===== src/rtl/mem_arb_pkg.sv =====
// Shared types for the unified-memory arbiter between the MIPS core and DMA.
// Build option: MEM_ARB_ROUND_ROBIN_EN selects round-robin contention.
package mem_arb_pkg;

    typedef enum logic [1:0] {ARB_IDLE, ARB_CPU, ARB_DMA} arb_state_t;
    typedef enum logic {OWN_CPU, OWN_DMA} arb_owner_t;

    function automatic arb_state_t owner_state(arb_owner_t o);
        return (o == OWN_DMA) ? ARB_DMA : ARB_CPU;
    endfunction

    function automatic arb_owner_t other_owner(arb_owner_t o);
        return (o == OWN_DMA) ? OWN_CPU : OWN_DMA;
    endfunction

endpackage


===== src/rtl/mem_arbiter_if.sv =====
// Requester and memory bus bundle shared by the arbiter and its neighbours.
// slave is the arbiter's view; master is the requesters'/memory's view.
interface mem_arbiter_if #(
    parameter int WIDTH = 32
);

    logic             cpu_req;
    logic             cpu_we;
    logic [WIDTH-1:0] cpu_adr;
    logic [WIDTH-1:0] cpu_wd;
    logic             cpu_gnt;
    logic [WIDTH-1:0] cpu_rd;

    logic             dma_req;
    logic             dma_we;
    logic [WIDTH-1:0] dma_adr;
    logic [WIDTH-1:0] dma_wd;
    logic             dma_gnt;
    logic [WIDTH-1:0] dma_rd;

    logic             mem_we;
    logic [WIDTH-1:0] mem_adr;
    logic [WIDTH-1:0] mem_wd;
    logic [WIDTH-1:0] mem_rd;

    modport slave (
        input  cpu_req, cpu_we, cpu_adr, cpu_wd,
        output cpu_gnt, cpu_rd,
        input  dma_req, dma_we, dma_adr, dma_wd,
        output dma_gnt, dma_rd,
        output mem_we, mem_adr, mem_wd,
        input  mem_rd
    );

    modport master (
        output cpu_req, cpu_we, cpu_adr, cpu_wd,
        input  cpu_gnt, cpu_rd,
        output dma_req, dma_we, dma_adr, dma_wd,
        input  dma_gnt, dma_rd,
        input  mem_we, mem_adr, mem_wd,
        output mem_rd
    );

endinterface


===== src/rtl/mem_arb_pick.sv =====
// Combinational owner pick for an idle arbiter.
// Build option: MEM_ARB_ROUND_ROBIN_EN gives contention to the non-last owner.
module mem_arb_pick
    import mem_arb_pkg::*;
(
    input  logic       i_cpu_req,
    input  logic       i_dma_req,
    input  arb_owner_t i_last,
    output arb_owner_t o_owner,
    output logic       o_valid
);

`ifdef MEM_ARB_ROUND_ROBIN_EN
    localparam bit RR = 1'b1;
`else
    localparam bit RR = 1'b0;
`endif

    arb_owner_t w_contended;

    // Fixed mode: the CPU always wins a tie.
    assign w_contended = (RR && i_last == OWN_CPU) ? OWN_DMA : OWN_CPU;

    assign o_valid = i_cpu_req | i_dma_req;
    assign o_owner = (i_cpu_req && i_dma_req) ? w_contended :
                     (i_dma_req ? OWN_DMA : OWN_CPU);

endmodule


===== src/rtl/mem_arbiter.sv =====
// Burst-limited two-port arbiter sharing the unified memory (CPU and DMA).
// Build option: MEM_ARB_ROUND_ROBIN_EN enables round-robin contention picks.
module mem_arbiter
    import mem_arb_pkg::*;
#(
    parameter int WIDTH    = 32,
    parameter int MAXBURST = 4
) (
    input  logic         clk,
    input  logic         reset,
    mem_arbiter_if.slave bus
);

    localparam int BW = $clog2(MAXBURST + 1);

    arb_state_t       r_state;
    arb_state_t       w_state_nxt;
    logic [BW-1:0]    r_beats;
    logic [BW-1:0]    w_beats_nxt;
    arb_owner_t       r_last;
    arb_owner_t       w_last_nxt;

    arb_owner_t       w_pick_own;
    logic             w_pick_vld;
    arb_owner_t       w_own;
    logic             w_busy;
    logic             w_own_req;
    logic             w_oth_req;
    logic             w_own_we;
    logic [WIDTH-1:0] w_own_adr;
    logic [WIDTH-1:0] w_own_wd;
    logic             w_gnt;
    logic             w_at_limit;

    mem_arb_pick u_pick (
        .i_cpu_req (bus.cpu_req),
        .i_dma_req (bus.dma_req),
        .i_last    (r_last),
        .o_owner   (w_pick_own),
        .o_valid   (w_pick_vld)
    );

    assign w_busy = (r_state == ARB_CPU) || (r_state == ARB_DMA);
    assign w_own  = (r_state == ARB_DMA) ? OWN_DMA : OWN_CPU;

    always_comb begin
        w_own_req = bus.cpu_req;
        w_oth_req = bus.dma_req;
        w_own_we  = bus.cpu_we;
        w_own_adr = bus.cpu_adr;
        w_own_wd  = bus.cpu_wd;
        if (w_own == OWN_DMA) begin
            w_own_req = bus.dma_req;
            w_oth_req = bus.cpu_req;
            w_own_we  = bus.dma_we;
            w_own_adr = bus.dma_adr;
            w_own_wd  = bus.dma_wd;
        end
    end

    // Grants see only the registered state and their own request.
    assign bus.cpu_gnt = (r_state == ARB_CPU) & bus.cpu_req;
    assign bus.dma_gnt = (r_state == ARB_DMA) & bus.dma_req;
    assign w_gnt       = bus.cpu_gnt | bus.dma_gnt;

    assign bus.mem_we  = w_gnt & w_own_we & ~reset;
    assign bus.mem_adr = w_busy ? w_own_adr : '0;
    assign bus.mem_wd  = w_busy ? w_own_wd : '0;
    assign bus.cpu_rd  = bus.mem_rd;
    assign bus.dma_rd  = bus.mem_rd;

    assign w_at_limit = (int'(r_beats) + 1) >= MAXBURST;

    always_comb begin
        w_state_nxt = r_state;
        w_beats_nxt = '0;
        w_last_nxt  = w_gnt ? w_own : r_last;
        unique case (r_state)
            ARB_CPU, ARB_DMA: begin
                if (!w_own_req) begin
                    w_state_nxt = w_oth_req ?
                        owner_state(other_owner(w_own)) : ARB_IDLE;
                end else if (w_oth_req) begin
                    if (w_at_limit)
                        w_state_nxt = owner_state(other_owner(w_own));
                    else
                        w_beats_nxt = r_beats + 1'b1;
                end
            end
            default: begin
                w_state_nxt = w_pick_vld ?
                    owner_state(w_pick_own) : ARB_IDLE;
            end
        endcase
    end

    always_ff @(posedge clk) begin
        if (reset) begin
            r_state <= ARB_IDLE;
            r_beats <= '0;
            r_last  <= OWN_CPU;
        end else begin
            r_state <= w_state_nxt;
            r_beats <= w_beats_nxt;
            r_last  <= w_last_nxt;
        end
    end

endmodule

===== src/flat_wrapper.sv =====
// flat-port wrapper written by rule: the top's interface ports become plain ports
module mem_arbiter_flat import mem_arb_pkg::*;
#(
    parameter int WIDTH    = 32,
    parameter int MAXBURST = 4
)
  (clk, reset, bus_cpu_req, bus_cpu_we, bus_cpu_adr, bus_cpu_wd, bus_cpu_gnt, bus_cpu_rd, bus_dma_req, bus_dma_we, bus_dma_adr, bus_dma_wd, bus_dma_gnt, bus_dma_rd, bus_mem_we, bus_mem_adr, bus_mem_wd, bus_mem_rd);
  mem_arbiter_if #(.WIDTH(WIDTH)) bus_i ();
  input  logic clk;
  input  logic reset;
  input wire logic [$bits(bus_i.cpu_req)-1:0] bus_cpu_req;
  input wire logic [$bits(bus_i.cpu_we)-1:0] bus_cpu_we;
  input wire logic [$bits(bus_i.cpu_adr)-1:0] bus_cpu_adr;
  input wire logic [$bits(bus_i.cpu_wd)-1:0] bus_cpu_wd;
  output wire logic [$bits(bus_i.cpu_gnt)-1:0] bus_cpu_gnt;
  output wire logic [$bits(bus_i.cpu_rd)-1:0] bus_cpu_rd;
  input wire logic [$bits(bus_i.dma_req)-1:0] bus_dma_req;
  input wire logic [$bits(bus_i.dma_we)-1:0] bus_dma_we;
  input wire logic [$bits(bus_i.dma_adr)-1:0] bus_dma_adr;
  input wire logic [$bits(bus_i.dma_wd)-1:0] bus_dma_wd;
  output wire logic [$bits(bus_i.dma_gnt)-1:0] bus_dma_gnt;
  output wire logic [$bits(bus_i.dma_rd)-1:0] bus_dma_rd;
  output wire logic [$bits(bus_i.mem_we)-1:0] bus_mem_we;
  output wire logic [$bits(bus_i.mem_adr)-1:0] bus_mem_adr;
  output wire logic [$bits(bus_i.mem_wd)-1:0] bus_mem_wd;
  input wire logic [$bits(bus_i.mem_rd)-1:0] bus_mem_rd;
  assign bus_i.cpu_req = bus_cpu_req;
  assign bus_i.cpu_we = bus_cpu_we;
  assign bus_i.cpu_adr = bus_cpu_adr;
  assign bus_i.cpu_wd = bus_cpu_wd;
  assign bus_cpu_gnt = bus_i.cpu_gnt;
  assign bus_cpu_rd = bus_i.cpu_rd;
  assign bus_i.dma_req = bus_dma_req;
  assign bus_i.dma_we = bus_dma_we;
  assign bus_i.dma_adr = bus_dma_adr;
  assign bus_i.dma_wd = bus_dma_wd;
  assign bus_dma_gnt = bus_i.dma_gnt;
  assign bus_dma_rd = bus_i.dma_rd;
  assign bus_mem_we = bus_i.mem_we;
  assign bus_mem_adr = bus_i.mem_adr;
  assign bus_mem_wd = bus_i.mem_wd;
  assign bus_i.mem_rd = bus_mem_rd;
  mem_arbiter #(.WIDTH(WIDTH), .MAXBURST(MAXBURST)) u_core (.clk(clk), .reset(reset), .bus(bus_i));
endmodule

===== config.mk =====
export PLATFORM = sky130hd
export DESIGN_NAME = mem_arbiter_flat
export DESIGN_NICKNAME = d
export VERILOG_FILES = /design/src/rtl/mem_arb_pkg.sv /design/src/rtl/mem_arbiter_if.sv /design/src/rtl/mem_arb_pick.sv /design/src/rtl/mem_arbiter.sv /design/src/flat_wrapper.sv
export SDC_FILE = /design/constraint.sdc
export NUM_CORES = 1
export LEC_CHECK = 0
export ABC_AREA = 1
export BUFFER_PORTS_ARGS = -buffer_cell sky130_fd_sc_hd__buf_2
export CORE_AREA = 2 2 114 116
export DETAILED_ROUTE_END_ITERATION = 8
export DIE_AREA = 0 0 116 118
export MAX_ROUTING_LAYER = met4
export PLACE_DENSITY = 0.48
export SLEW_MARGIN = 20
export SYNTH_ARGS = -nofsm -noshare
export SYNTH_HDL_FRONTEND = slang
export SYNTH_HIERARCHICAL = 1
export SYNTH_SLANG_ARGS = --single-unit

===== constraint.sdc =====
create_clock -name clk -period 2.05 [get_ports clk]
set_input_delay 0.41 -clock clk [delete_from_list [all_inputs] [get_ports clk]]
set_output_delay 0.41 -clock clk [all_outputs]
set_load 0.005 [all_outputs]

## Yosys cells after proc, flatten, opt, wreduce, memory -nomap -nowiden

Index checks and enable logic that the tools add are counted.

| word-level totals | value |
|---|---|
| bits in registers | 5 |
| input bits | 166 |
| output and inout bits | 131 |
| logic and storage cells | 42 |

| cells by class | value |
|---|---|
| $add $sub $neg | 2 |
| $lt $le $gt $ge | 1 |
| eq/ne operators | 4 |
| muxes and demuxes | 18 |
| bitwise operators | 10 |
| reduce and logical (&&, ||, !) cells | 5 |

Operators with widths:

| operator | count |
|---|---|
| $mux W32 | 4 |
| $ge A32 B4 Y1 const B | 1 |
| $mux W2 | 8 |
| $mux W1 | 6 |
| $ne A3 B3 Y1 const B | 2 |
| $reduce_or A5 Y1 | 1 |
| $add A3 B1 Y4 const B | 1 |
| $and A1 B1 Y1 | 4 |
| $not A1 Y1 | 4 |
| $add A3 B1 Y3 const B | 1 |
| $eq A2 B1 Y1 const B | 1 |
| $eq A2 B2 Y1 const B | 1 |
| $or A1 B1 Y1 | 2 |
| $reduce_and A2 Y1 | 1 |
| $reduce_or A2 Y1 | 1 |
| $logic_and A1 B1 Y1 | 1 |
| $logic_or A1 B1 Y1 | 1 |

## Logic depth before layout (Yosys ltp)

Gate-level depths: netlist (run 1).

| depth | value |
|---|---|
| word-level depth | 7 |
| mapped depth | 10 |
| mapped depth without buffers | 10 |

## Modules after synthesis

The synthesis (run 1) kept the hierarchy.

By module, submodules not included:

| module | times used | cells each | area each (um2) | sequential area each (um2) |
|---|---|---|---|---|
| mem_arbiter | 1 | 341 | 1,833.0 | 120.1 |
| mem_arb_pick | 1 | 4 | 15.0 | 0.0 |

## Worst setup path before layout (run 1)

No wires, ideal clock.

| timing path | value |
|---|---|
| path kind | register to output |
| start | reg u_core.r_state[0] |
| end | out bus_mem_adr[10] |
| data arrival time | 1.280 ns |
| required time | 1.640 ns |
| path slack | 0.360 ns |
| stages on the path, launching flop included | 8 |
| cells stage by stage | dfxtp_1 -> inv_1 -> ha_1 -> inv_2 -> buf_2 -> buf_2 -> o21ai_0 -> nor2_1 |

| on the way | value |
|---|---|
| longest elaborated chain between the ends | 4 |
| elaborated cells between the ends (all ways) | 6 |
| those cells by class | eq/ne (2); mux (3); reduce/logical (1) |

RTL lines:

| what | line | RTL |
|---|---|---|
| start: declaration | mem_arbiter.sv:16 | `arb_state_t r_state;` |
| start signal: assignment | mem_arbiter.sv:103 | `r_state <= w_state_nxt;` |
| $eq A2 B2 Y1 | mem_arbiter.sv:43, mem_arbiter.sv:44 |  |
| $mux W1 | mem_arbiter.sv:44 | `assign w_own = (r_state == ARB_DMA) ? OWN_DMA : OWN_CPU;` |
| $mux W32 | mem_arbiter.sv:52 | `if (w_own == OWN_DMA) begin` |
| $mux W32 * | mem_arbiter.sv:67 | `assign bus.mem_adr = w_busy ? w_own_adr : '0;` |
| end: declaration | flat_wrapper.sv:24 | `output wire logic [$bits(bus_i.mem_adr)-1:0] bus_mem_adr;` |

Mark *: on every way between the ends. The rest lies on a longest branch, timed or not.

## Worst setup path after layout (run 1)

| timing path | value |
|---|---|
| start | reg u_core.r_state[0] |
| end | out bus_mem_adr[23] |

The elaborated chain is that of the path after synthesis.

==> metrics.log, run 1 <==
INFO  metric report.final.setup_viol = 0
INFO  metric worst_slack_after_detailed_placement = 217 ps
INFO  metric outcome = finished clean
INFO  metric fin_setup_tns = 0 ps
INFO  metric synth.yosys.warnings = 6
INFO  metric ant_nets = 0
INFO  metric final-max-slew-violation-count = 0
INFO  metric cellLeakagePower = between 1.5 and 2 nW
INFO  metric final_period_minus_worst_setup_slack = ~1900 ps
INFO  metric initial_core_util = 0.146
INFO  metric start_kind = register
INFO  metric min_period_over_period = 0.941
INFO  metric route.top_layer_used = met4
INFO  metric synth_nets = a little over 500
INFO  metric first_iter_violations = between 100 and 150
INFO  metric crit_buf_inv = 4
INFO  metric nFillCells = ~1500
INFO  metric sum_of_routed_wire_segments_on_met1 = around 3 mm
INFO  metric cts_tree = built
INFO  metric drcViolationCount = 0
INFO  metric worst_ep_arrival_time = about 1500 ps
INFO  metric dieWidth = 116 microns
INFO  metric regArea = around 100 sq um
INFO  metric setup_ws = 120 ps
INFO  metric clkTransAtPathRegs = 30 ps
INFO  metric clk_root_buffer_cell = sky130_fd_sc_hd__clkbuf_16
INFO  metric route.final.wire_length = 7.16 mm
INFO  metric route.detailed.wl_per_inst = approximately 11 microns
INFO  metric drt_pre_antenna_iters = 6
INFO  metric layout.cells.most_common = sky130_fd_sc_hd__buf_2
INFO  metric fp.dieArea = approximately 0.014 sq mm
INFO  metric critical_path_required = 1640 ps
INFO  metric max-vdd-ir-drop = about 0.00079 V
INFO  metric die_h = about 120 microns
INFO  metric placementRows = just over 40
INFO  metric largest_fanout_of_any_net_on_the_critical_path = 31
INFO  metric hold_bufs_inserted_after_cts = 0
INFO  metric initial_antenna_violation_count = 1
INFO  metric grt_remaining_overflow = 0
INFO  metric critical_path_class = reg2out
INFO  metric detailed_place_hpwl = approximately 5.5 mm
INFO  metric synthesis.instances = approximately 340
INFO  metric timing.critical_path.slowest_cell_delay = between 300 and 400 ps
INFO  metric clock_sink_count = 5
INFO  metric utilization = 0.216
INFO  metric stdcell_count = between 600 and 700
INFO  metric p_per_area = about 1400 mW/mm^2
INFO  metric detailed_place.area = 0.00253 sq mm
INFO  metric synthesis_to_finish_area_growth = 48.1%
INFO  metric final_cell_area = 0.00269 sq mm
INFO  metric core_area = ~0.012 sq mm
INFO  metric grt_pass1_vias = about 2100
INFO  metric max_cap_violations = 0
INFO  metric critPathSlowestCell = sky130_fd_sc_hd__dfxtp_2
INFO  metric final_cell_mix = 200 x sky130_fd_sc_hd__buf_2, 137 x sky130_fd_sc_hd__nor2_1, 62 x sky130_fd_sc_hd__o21ai_0
INFO  metric syn-cell-area = about 0.0018 sq mm
INFO  metric total_clock_buffers_created_by_cts = 3
INFO  metric r2r_slack = roughly 540 ps
INFO  metric cp-end-kind = output pin
INFO  metric post-place-cells = 638
INFO  metric met2WireLength = around 3.3 mm
INFO  metric detail_route.vias_per_cell = 3.78
INFO  metric nets = approximately 640
INFO  metric layout_cells_sized_above_1 = 0.484
INFO  metric io_buffer_count = 200
INFO  metric max_freq = 0.518 GHz
INFO  metric global_route.usage.total = 0.0991
INFO  metric ioPinCount = roughly 300
INFO  metric clock_latency = between 200 and 250 ps
INFO  metric route.vias.total = 2435
INFO  metric met3RoutedLength = around 660 microns
INFO  metric grt_setup_unrepaired = no
INFO  metric gp_congestion = between 0.7 and 0.8
INFO  metric htreeDepth = 1
INFO  metric final-hold-violation-count = 0
INFO  metric path_delay_family = buffers and inverters
INFO  metric first_pass_grt_wire_length = ~11 mm
INFO  metric cp_cell_instances = inv_2 > ha_4 > inv_6 > buf_12 > o21ai_0 > nor2_1 > buf_2
INFO  metric hold_path.class = reg2reg
INFO  metric fin_skew = between 0.1 and 0.15 ps
INFO  metric multi_input_comb_area = ~0.0011 sq mm
INFO  metric grt_start_max_net_pins = 36
INFO  metric avgSynthCellArea = 5.30 sq um
INFO  metric clk_path_buf_depth = 2
routing by layer:
metal	vias up	GRT usage
li1	1266	-
met1	1019	0.116
met2	129	0.165
met3	21	0.0252
met4	0	0.0313
met5	-	-
metrics by stage:
step	hold WS [ps]	total power, mW
finish	448	3.78
floorplan	418	1.98
global route	463	4.24
global placement	435	3.22
CTS	447	3.80
detailed placement	442	3.20
registers in the layout (all words and copies together), names as in the netlist:
register and flops:
u_core/r_beats 3, u_core/r_state 2
timing repair:
action | in CTS | in global routing
setup buffers | 0 | 0
resized for setup | 4 | 11
gates cloned | 1 | 0
pin swaps | 0 | 1
setup endpoints to repair | 6 | 60
worst register-to-register path, cell delays in order (launching register included):
cell and delay (ps):
sky130_fd_sc_hd__dfxtp_2 340, sky130_fd_sc_hd__inv_2 70, sky130_fd_sc_hd__ha_4 270, sky130_fd_sc_hd__inv_6 100
sky130_fd_sc_hd__buf_12 170, sky130_fd_sc_hd__o21ai_2 80, sky130_fd_sc_hd__nor2_2 130, sky130_fd_sc_hd__nand2_2 90
sky130_fd_sc_hd__nor2_1 120, sky130_fd_sc_hd__nor2_2 50
worst paths after layout:
kind / from / end / cells past startpoint
min reg2reg: u_core/r_beats[0]$_SDFF_PP0_ / u_core/r_beats[0]$_SDFF_PP0_ / 1
max: u_core/r_state[0]$_SDFFE_PP0P_ / bus_mem_adr[23] / 7
max reg2reg: u_core/r_state[0]$_SDFFE_PP0P_ / u_core/r_state[1]$_SDFFE_PP0P_ / 9
min: u_core/r_beats[0]$_SDFF_PP0_ / u_core/r_beats[0]$_SDFF_PP0_ / 1
final cells by class:
| cell class | count | share of cell area |
|---|---|---|
| multi-input combinational | 239 | 0.398 |
| clock buffer | 4 | 0.0293 |
| timing repair buffer | 210 | 0.432 |
| tap | 172 | 0.0801 |
| inverter | 13 | 0.0219 |
| antenna | 1 | 0.000931 |
| sequential | 5 | 0.0382 |
power by group:
part           switching [mW]  leakage (nW)  internal, mW  total (mW)
combinational            1.81          1.53          1.49        3.30
clock                  0.0631        0.0382         0.258       0.321
sequential             0.0290        0.0418         0.125       0.154
Note: power is estimated with default switching activity, not from simulation.
==> run 2, diff against run 1 <==
--- a/config.mk
+++ b/config.mk
@@ -8,6 +8,7 @@
 export ABC_AREA = 1
 export BUFFER_PORTS_ARGS = -buffer_cell sky130_fd_sc_hd__buf_2
 export CORE_AREA = 2 2 114 116
+export CTS_BUF_LIST = sky130_fd_sc_hd__clkbuf_4 sky130_fd_sc_hd__clkbuf_8 sky130_fd_sc_hd__clkbuf_16
 export DETAILED_ROUTE_END_ITERATION = 8
 export DIE_AREA = 0 0 116 118
 export MAX_ROUTING_LAYER = met4
==> run 2 against run 1 <==
- first-iteration DRC count is 11% higher
- via count is 0.53% lower
- clock skew hardly changed
- register-to-register slack hardly changed
- core utilization hardly changed
- maximum frequency is 0.28% lower
- critical endpoint is now bus_mem_adr[27]
- highest routed layer unchanged
==> metrics.log, run 2 (synthesis gave the netlist of run 1 again) <==
INFO  metric critical_path_class = reg2out
INFO  metric clk_root_buffer_cell = sky130_fd_sc_hd__clkbuf_16
INFO  metric placementRows = 41 (unchanged)
INFO  metric grt_start_max_net_pins = 36 (unchanged)
INFO  metric layout_cells_sized_above_1 = 0.486 (+0.00212)
INFO  metric global_route.usage.met3 = 0.0252 (unchanged)
INFO  metric reg.largest.list = u_core/r_beats (3), u_core/r_state (2)
INFO  metric initial_antenna_violation_count = 1 (unchanged)
INFO  metric route.final.wire_length = 7.13 mm (-0.31%)
INFO  metric utilization = 0.217 (+0.000302)
INFO  metric worst_slack_after_detailed_placement = 217 ps (unchanged)
INFO  metric cellLeakagePower = 1.62 nW (+0.21%)
INFO  metric nets = 642 (unchanged)
INFO  metric post-layout-total-power = 3.78 mW (+0.23%)
INFO  metric final_period_minus_worst_setup_slack = 1930 ps (+5.42 ps)
INFO  metric route.detailed.wl_per_inst = 11.1 microns (-0.31%)
INFO  metric drcViolationCount = 0 (unchanged)
INFO  metric detailed_place_hpwl = 5.54 mm (unchanged)
INFO  metric min_period_over_period = 0.944 (+0.00264)
INFO  metric grt_remaining_overflow = 0 (unchanged)
INFO  metric nFillCells = 1486 (unchanged)
INFO  metric hold_path.class = reg2reg
INFO  metric dieWidth = 116 microns (unchanged)
INFO  metric total_clock_buffers_created_by_cts = 3 (unchanged)
INFO  metric max_flop_register = u_core/r_beats
INFO  metric worst_ep_arrival_time = 1520 ps (about the same)
INFO  metric global_route.usage.total = 0.0988 (-0.000325)
INFO  metric fin_setup_tns = 0 ps (unchanged)
INFO  metric use_met2 = 0.164 (-0.000365)
INFO  metric gp_congestion = 0.773 (unchanged)
INFO  metric drt_pre_antenna_iters = 4 (-2)
INFO  metric clock_latency = 230 ps (about the same)
INFO  metric htreeDepth = 1 (unchanged)
INFO  metric route.vias.total = 2422 (-0.53%)
INFO  metric post-place-cells = 638 (unchanged)
INFO  metric cts_tree = built
INFO  metric clock_sink_count = 5 (unchanged)
INFO  metric critical_path_required = 1640 ps (about the same)
INFO  metric largest_fanout_of_any_net_on_the_critical_path = 31 (unchanged)
INFO  metric max-vdd-ir-drop = 0.000819 V (+4.1%)
INFO  metric setup_ws = 115 ps (-5.42 ps)
INFO  metric max_cap_violations = 0 (unchanged)
INFO  metric regArea = 103 sq um (unchanged)
INFO  metric final-max-slew-violation-count = 0 (unchanged)
INFO  metric grt.met1_usage = 0.116 (+0.000310)
INFO  metric outcome = finished clean
INFO  metric fin_skew = 0.237 ps (+0.132 ps)
INFO  metric io_buffer_count = 200 (unchanged)
INFO  metric first_iter_violations = 112 (+11%)
INFO  metric p_per_area = 1410 mW/mm^2 (about the same)
INFO  metric largest_register_ff_count = 3 (unchanged)
INFO  metric ant_nets = 0 (unchanged)
INFO  metric layout.cells.most_common = sky130_fd_sc_hd__buf_2
INFO  metric clk_path_buf_depth = 2 (unchanged)
INFO  metric stdcell_count = 644 (unchanged)
INFO  metric detailed_place.area = 0.00253 sq mm (unchanged)
INFO  metric grt-busiest-layer = met2
INFO  metric max_freq = 0.517 GHz (-0.28%)
INFO  metric fin_worst_hold_slack = 448 ps (-0.00200 ps)
INFO  metric multi_input_comb_area = 0.00107 sq mm (unchanged)
INFO  metric report.final.setup_viol = 0 (unchanged)
INFO  metric final_cell_mix = 200 x sky130_fd_sc_hd__buf_2, 137 x sky130_fd_sc_hd__nor2_1, 63 x sky130_fd_sc_hd__o21ai_0
INFO  metric synthesis_to_finish_area_growth = 48.3%
INFO  metric fp.dieArea = 0.0137 sq mm (unchanged)
INFO  metric die_h = 118 microns (unchanged)
INFO  metric detail_route.vias_per_cell = 3.76 (-0.53%)
INFO  metric final-hold-violation-count = 0 (unchanged)
INFO  metric grt_pass1_vias = 2136 (-0.047%)
INFO  metric final_cell_area = 0.00269 sq mm (+0.14%)
INFO  metric start_kind = register
INFO  metric clkTransAtPathRegs = 30 ps (about the same)
INFO  metric initial_core_util = 0.146 (unchanged)
INFO  metric core_area = 0.0124 sq mm (unchanged)
INFO  metric cp-end-kind = output pin
INFO  metric ioPinCount = 297 (unchanged)
INFO  metric first_pass_grt_wire_length = 10.8 mm (-0.12%)
## run 2: cell counts in the layout (fill, tap and decap cells not counted)
Identical to the previous run, type by type.
## run 2: timing repair
item | CTS | global route
setup endpoints to repair | 5 | 64
cloned | 1 | 0
setup buffers | 0 | 0
pin swaps | 0 | 1
hold buffers | 0 | 0
gates resized for setup | 4 | 10
## run 2: final timing paths
kind	slack (ps)	end	cells past startpoint	from
setup / recovery	120	bus_mem_adr[27]	7	u_core/r_state[0]$_SDFFE_PP0P_
hold / removal	450	u_core/r_beats[0]$_SDFF_PP0_	1	u_core/r_beats[0]$_SDFF_PP0_
setup reg to reg	530	u_core/r_state[1]$_SDFFE_PP0P_	9	u_core/r_state[0]$_SDFFE_PP0P_
hold reg to reg	450	u_core/r_beats[0]$_SDFF_PP0_	1	u_core/r_beats[0]$_SDFF_PP0_
## run 2: area by class of cell
| type | instances | share of cell area |
|---|---|---|
| multi-input combinational | 239 | 0.397 |
| clock buffer | 4 | 0.0307 |
| timing repair buffer | 210 | 0.431 |
| antenna | 1 | 0.000930 |
| tap | 172 | 0.0800 |
| sequential | 5 | 0.0381 |
| inverter | 13 | 0.0219 |
## run 2: critical path, cell delays in order (launching register included)
cell and delay, ps:
sky130_fd_sc_hd__dfxtp_2 340, sky130_fd_sc_hd__inv_2 70, sky130_fd_sc_hd__ha_4 260, sky130_fd_sc_hd__inv_6 100
sky130_fd_sc_hd__buf_12 170, sky130_fd_sc_hd__o21ai_0 120, sky130_fd_sc_hd__nor2_1 100, sky130_fd_sc_hd__buf_2 120
## run 2: power breakdown
group / switching [mW] / total [mW] / internal [mW]
sequential: 0.0294 / 0.154 / 0.125
clock: 0.0624 / 0.333 / 0.271
combinational: 1.80 / 3.30 / 1.49
total: 1.90 / 3.78 / 1.89
## run 2: metal layers
layer | part of all wire | vias up
li1 | - | 1265
met3 | 0.090 | 22
met4 | 0.023 | 0
met2 | 0.47 | 124
met1 | 0.42 | 1011
met5 | 0 | -
